### config.mk
export PLATFORM = sky130hd
export DESIGN_NAME = lfsr_scramble_66
export DESIGN_NICKNAME = d
export VERILOG_FILES = /design/src/rtl/lfsr_scramble_66.sv
export SDC_FILE = /design/constraint.sdc
export NUM_CORES = 1
export LEC_CHECK = 0
export CORE_ASPECT_RATIO = 1.75
export CORE_UTILIZATION = 30
export DETAILED_ROUTE_END_ITERATION = 8
export GPL_TIMING_DRIVEN = 1
export PLACE_DENSITY = 0.58
export SKIP_CTS_REPAIR_TIMING = 1
export SYNTH_ARGS = -nofsm -noshare
export SYNTH_HDL_FRONTEND = slang
export SYNTH_SLANG_ARGS = --single-unit
### constraint.sdc
create_clock -name clk -period 2.7 [get_ports clk]
set_input_delay 0.27 -clock clk [delete_from_list [all_inputs] [get_ports clk]]
set_output_delay 0.27 -clock clk [all_outputs]
set_load 0.01 [all_outputs]
### src/rtl/lfsr_scramble_66.sv
// 64b/66b transmit scrambler (x^58 + x^39 + 1) with a registered ready/valid output stage.
// Optional per-beat scrambler bypass is enabled by defining LFSR_SCRAMBLE_BYPASS_EN.
module lfsr_scramble_66 #(
    parameter int                    DATA_WIDTH = 64,
    parameter int                    HDR_WIDTH  = 2,
    parameter int                    LFSR_WIDTH = 58,
    parameter logic [LFSR_WIDTH-1:0] LFSR_INIT  = {LFSR_WIDTH{1'b1}}
) (
    input  logic                  clk,
    input  logic                  rst,
    input  logic [DATA_WIDTH-1:0] data_in,
    input  logic [HDR_WIDTH-1:0]  hdr_in,
    input  logic                  in_valid,
    output logic                  in_ready,
    output logic [DATA_WIDTH-1:0] data_out,
    output logic [HDR_WIDTH-1:0]  hdr_out,
    output logic                  out_valid,
    input  logic                  out_ready
`ifdef LFSR_SCRAMBLE_BYPASS_EN
    ,
    input  logic                  scr_bypass
`endif
);

    // Handshake: a beat moves on a rising edge where valid && ready are both high.
    // in_ready depends only on the output register state and out_ready, never on in_valid.

    logic [LFSR_WIDTH-1:0] r_state;
    logic [DATA_WIDTH-1:0] r_data;
    logic [HDR_WIDTH-1:0]  r_hdr;
    logic                  r_valid;

    logic                  w_accept;
    logic [DATA_WIDTH-1:0] w_scrambled;
    logic [LFSR_WIDTH-1:0] w_next_state;
    logic [DATA_WIDTH-1:0] w_data_sel;
    logic [LFSR_WIDTH-1:0] w_state_sel;

    assign in_ready  = !r_valid || out_ready;
    assign w_accept  = in_valid && in_ready;
    assign data_out  = r_data;
    assign hdr_out   = r_hdr;
    assign out_valid = r_valid;

    // ext holds the transmitted bit stream oldest-first: the 58 previous scrambled
    // bits followed by this beat's 64, so every tap is a fixed backward offset.
    always_comb begin
        logic [LFSR_WIDTH+DATA_WIDTH-1:0] ext;
        ext          = '0;
        w_scrambled  = '0;
        w_next_state = '0;
        for (int m = 0; m < LFSR_WIDTH; m++) begin
            ext[m] = r_state[LFSR_WIDTH-1-m];
        end
        for (int i = 0; i < DATA_WIDTH; i++) begin
            ext[LFSR_WIDTH+i] = data_in[i] ^ ext[LFSR_WIDTH+i-39] ^ ext[i];
        end
        for (int i = 0; i < DATA_WIDTH; i++) begin
            w_scrambled[i] = ext[LFSR_WIDTH+i];
        end
        for (int j = 0; j < LFSR_WIDTH; j++) begin
            w_next_state[j] = ext[LFSR_WIDTH+DATA_WIDTH-1-j];
        end
    end

`ifdef LFSR_SCRAMBLE_BYPASS_EN
    assign w_data_sel  = scr_bypass ? data_in : w_scrambled;
    assign w_state_sel = scr_bypass ? r_state : w_next_state;
`else
    assign w_data_sel  = w_scrambled;
    assign w_state_sel = w_next_state;
`endif

    always_ff @(posedge clk) begin
        if (rst) begin
            r_state <= LFSR_INIT;
            r_data  <= '0;
            r_hdr   <= '0;
            r_valid <= 1'b0;
        end else if (w_accept) begin
            r_state <= w_state_sel;
            r_data  <= w_data_sel;
            r_hdr   <= hdr_in;
            r_valid <= 1'b1;
        end else if (out_ready) begin
            r_valid <= 1'b0;
        end
    end

endmodule
Yosys cells after proc, flatten, opt, wreduce, memory -nomap -nowiden
Cells that the tools add are included.
- mux-type cells: 2
- bitwise operators: 128
- reductions and logical operators: 4
- operators with widths (kind ; count):
    XOR 1 bit ; 128
    two-way mux 1 bit ; 2
    nonzero test 2 bit ; 1
    logical AND 1 bit ; 1
    logical NOT 1 bit ; 1
    logical OR 1 bit ; 1
- flip-flop bits (word level): 125
- input port bits: 70
- output and inout port bits: 68

Longest topological paths before layout
- word-level depth: 4
- mapped depth: 6
- depth with buffers taken out: 4

Worst setup path before layout
Ideal clock, no wire load.
- path kind: register to register
- from: reg r_state[23]
- to: reg r_data[54], in the netlist data_out[54]
- setup time: 0.074 ns
- data arrival time: 1.384 ns
- required time: 2.626 ns
- slack: 1.241 ns
- stages on the path, launching flop included: 4
- buffers on the path: 0
- clock period less this slack: 1.459 ns
- cells stage by stage: dfxtp_1 xnor3_1 or4_4 a31oi_1
- longest elaborated chain between the ends: 4
- ends and longest elaborated chain (item ; line ; text):
    start, declared ; 28 ; logic [LFSR_WIDTH-1:0] r_state;
    start signal, assigned ; 81 ; r_state <= w_state_sel;
    XOR 1 bit (4 in series) ; 56 ; ext[LFSR_WIDTH+i] = data_in[i] ^ ext[LFSR_WIDTH+i-39] ^ ext[i];
    end signal, assigned ; 82 ; r_data <= w_data_sel;
    end, declared ; 29 ; logic [DATA_WIDTH-1:0] r_data;
No other way between the ends.
A chain may end at the register's enable or synchronous reset.

Final worst setup path
- from: in out_ready
- to: out in_ready
- longest elaborated chain between the ends: 1
- ends and longest elaborated chain (item ; line ; text):
    start, declared ; 18 ; input logic out_ready
    logical OR 1 bit ; 39 ; assign in_ready = !r_valid || out_ready;
    end, declared ; 14 ; output logic in_ready,
No other way between the ends.

==> results_dict.tcl <==
set metrics [dict create \
    outcome "finished clean" \
    cts_tree "yes" \
    startpoint "out_ready" \
    fp.dieH_um 191 \
    slew_headroom_pct 48.4 \
    cts_sinks 125 \
    antenna_found_initial 0 \
    synth_area_leaders "dfxtp_1 (41%), xnor3_1 (9.2%), o21ai_1 (7.0%), xor3_1 (5.0%), nand3b_1 (4.0%)" \
    insertedDiodeCount 0 \
    seqPwrFrac_pct 38.3 \
    fin_setup_tns_ns 0 \
    cp_max_fo 19 \
    required_ns 2.43 \
    avgViaCountPerCell 5.48 \
    power_mw 6.01 \
    synth_top_area_share_pct 40.8 \
    endpoint_kind "primary output" \
    critPathKind "input pin to primary output" \
    drc_errors 0 \
    track_usage_pct 20.1 \
    switching_power_mw 1.72 \
    fp.dieW_um 110 \
    clkTransAtPathRegs_ns 0.06 \
    hp-start "in_valid" \
    vias 5295 \
    synth_seq_cells 125 \
    pwr-share-clk_pct 35.4 \
    clock.fmax_mhz 477 \
    layout-drive-gt1-share_pct 8.59 \
    initial_core_util_pct 30.8 \
    power.density_mw_per_mm2 729 \
    ys_types 25 \
    crit_arrival_ns 1.83 \
    drtPass1Iterations 5 \
    clk_latency_ns 0.41 \
    rsz0062_at_grt "false" \
    htreeDepth 4 \
    cts_buffer_depth 2 \
    grt.overflow.total 0 \
    ys_seq_area_share_pct 40.8 \
    core_area_mm2 0.0199 \
    area_growth_pct 34.6 \
    syn_area_mm2 0.00613 \
    ys_warn_count 0 \
    fillCellCount 1950 \
    yosysTopAreaCell "dfxtp_1" \
    syn_inst 598 \
    synth.avg_cell_area_um2 10.3 \
    wire_per_inst_um 21.4 \
    cts_buffers 17 \
    clockRootBuffer "clkbuf_16" \
    rr_startpoint "r_state[22]$_SDFFE_PP1P_" \
    grt_pass1_wl_mm 30.7 \
    io_buffer_count 137 \
    ir_drop_mv 0.335 \
    wl_mm 20.7 \
    ioPinCount 138 \
    num-nets-final 780 \
    p_comb_share_pct 26.4 \
    slew_violations 0 \
    internal_power_mw 4.29 \
    routabilityCongestion 0.825 \
    die_area_mm2 0.0210 \
    hold_path_class "input pin to register" \
    ant_nets 0 \
    p_leak_nw 3.26 \
    drtIter0Drc 338 \
    worstMarginPinSlew_ns 0.775 \
    min_period_ns 2.10 \
    cp-start-kind "input pin" \
    syn_nets 668 \
    setup_violations 0 \
    multi_input_area_mm2 0.00335 \
    num_rows 68 \
    final_hold_viol_count 0 \
    grt_pass1_vias 5319 \
    post-route-period-util_pct 77.7 \
    swShare_pct 28.6 \
    register_area_mm2 0.00250 \
    fin_worst_skew_ns 0.00662 \
    grt_max_degree 87 \
    hpwlAfterDp_mm 15.0 \
    cap_viol_max_count 0 \
]
worst max-delay path: stages:
cell             delay, ns
clkdlybuf4s50_1       0.45
and2b_4               0.20
inv_2                 0.29
clkdlybuf4s50_1       0.61
cells by family (layout without fill, tap and decap cells):
logic type | count (synthesis) | count (layout) | synth area share [%]
compound gates | 191 | 191 | 16.1
simple gates | 150 | 150 | 17.6
flops | 125 | 125 | 40.8
xor+xnor | 70 | 70 | 20.9
buf+inv | 62 | 186 | 4.57
worst paths after layout:
check / to / slack [ns] / depth (start not counted)
min reg2reg: data_out[12]$_SDFFE_PP0P_ / 0.47 / 2
min: out_valid$_SDFFE_PP0P_ / 0.39 / 3
max reg2reg: data_out[55]$_SDFFE_PP0P_ / 0.97 / 3
max: in_ready / 0.60 / 4
metal layers:
layer  vias up  part of all wire [%]  track usage (%)  routed length [um]
met5         -                     0                0                   0
met3        52                   4.1             3.24                 857
met2       198                    51             33.8               10600
met4         0                   5.7             12.9                1180
li1       2475                     -                -                   -
met1      2570                    39             23.0                8120
area by class of cell:
cell class,instances,area share (%)
clock buffer,23,5.67
tap,245,3.72
inverter,2,0.121
clock inverter,8,0.819
sequential,125,30.3
multi-input combinational,411,40.6
timing repair buffer,153,18.7
cells in the final DEF (no fill, tap or decap), types with 4 or more instances in the layout:
cell type,n
a31oi_1,25
clkbuf_1,4
o21ai_0,38
xor3_4,7
nand3b_1,33
buf_4,12
xnor3_1,25
dfxtp_1,125
or4_1,18
buf_12,5
nand3_1,22
a21oi_1,42
xor2_1,25
clkbuf_16,17
nand4b_1,25
or3_1,19
or4_4,7
clkinv_2,6
o21ai_1,86
nand4_1,25
clkdlybuf4s50_1,135
xor3_1,13
power groups by stage:
stage	registers (mW)	logic (mW)	clock network, mW
after global routing	2.32	1.69	2.23
after global placement	2.33	1.55	0
after floorplan	2.31	0.897	0
final	2.30	1.58	2.13
after CTS	2.30	1.59	2.14
after detailed placement	2.33	1.58	0
cells in the mapped netlist:
cell type        n
or4_1           18
nand3b_1        33
a21oi_1         42
xor2_1          25
or4_4            7
clkbuf_1        40
buf_4            2
dfxtp_1        125
and2b_4          1
xor3_4           7
nand4_1         25
nand4b_1        25
buf_2            5
buf_6            3
o21ai_0         38
or3_1           19
o21ai_1         86
inv_2            2
nand3_1         22
xor3_1          13
buf_1            7
clkbuf_2         1
dlygate4sd1_1    2
a31oi_1         25
xnor3_1         25
stage by stage:
step / worst slack, ns / util, % / std cells / hold WS [ns] / instance area (um^2)
2_1_floorplan: 1.24 / - / 598 / 0.418 / 6130
3_3_place_gp: 0.617 / 38.7 / 936 / 0.470 / 7710
3_5_place_dp: 0.602 / 38.7 / 936 / 0.470 / 7710
4_1_cts: 0.599 / 41.4 / 967 / 0.384 / 8250
5_1_grt: 0.552 / 41.4 / 967 / 0.409 / 8250
6_report: 0.603 / 41.4 / 967 / 0.386 / 8250
registers in the layout, indices dropped and copies added (netlist names):
| name | cells |
|---|---|
| data_out | 64 |
| r_state | 58 |
| hdr_out | 2 |
| out_valid | 1 |
Power figures use the tool's default switching activity.
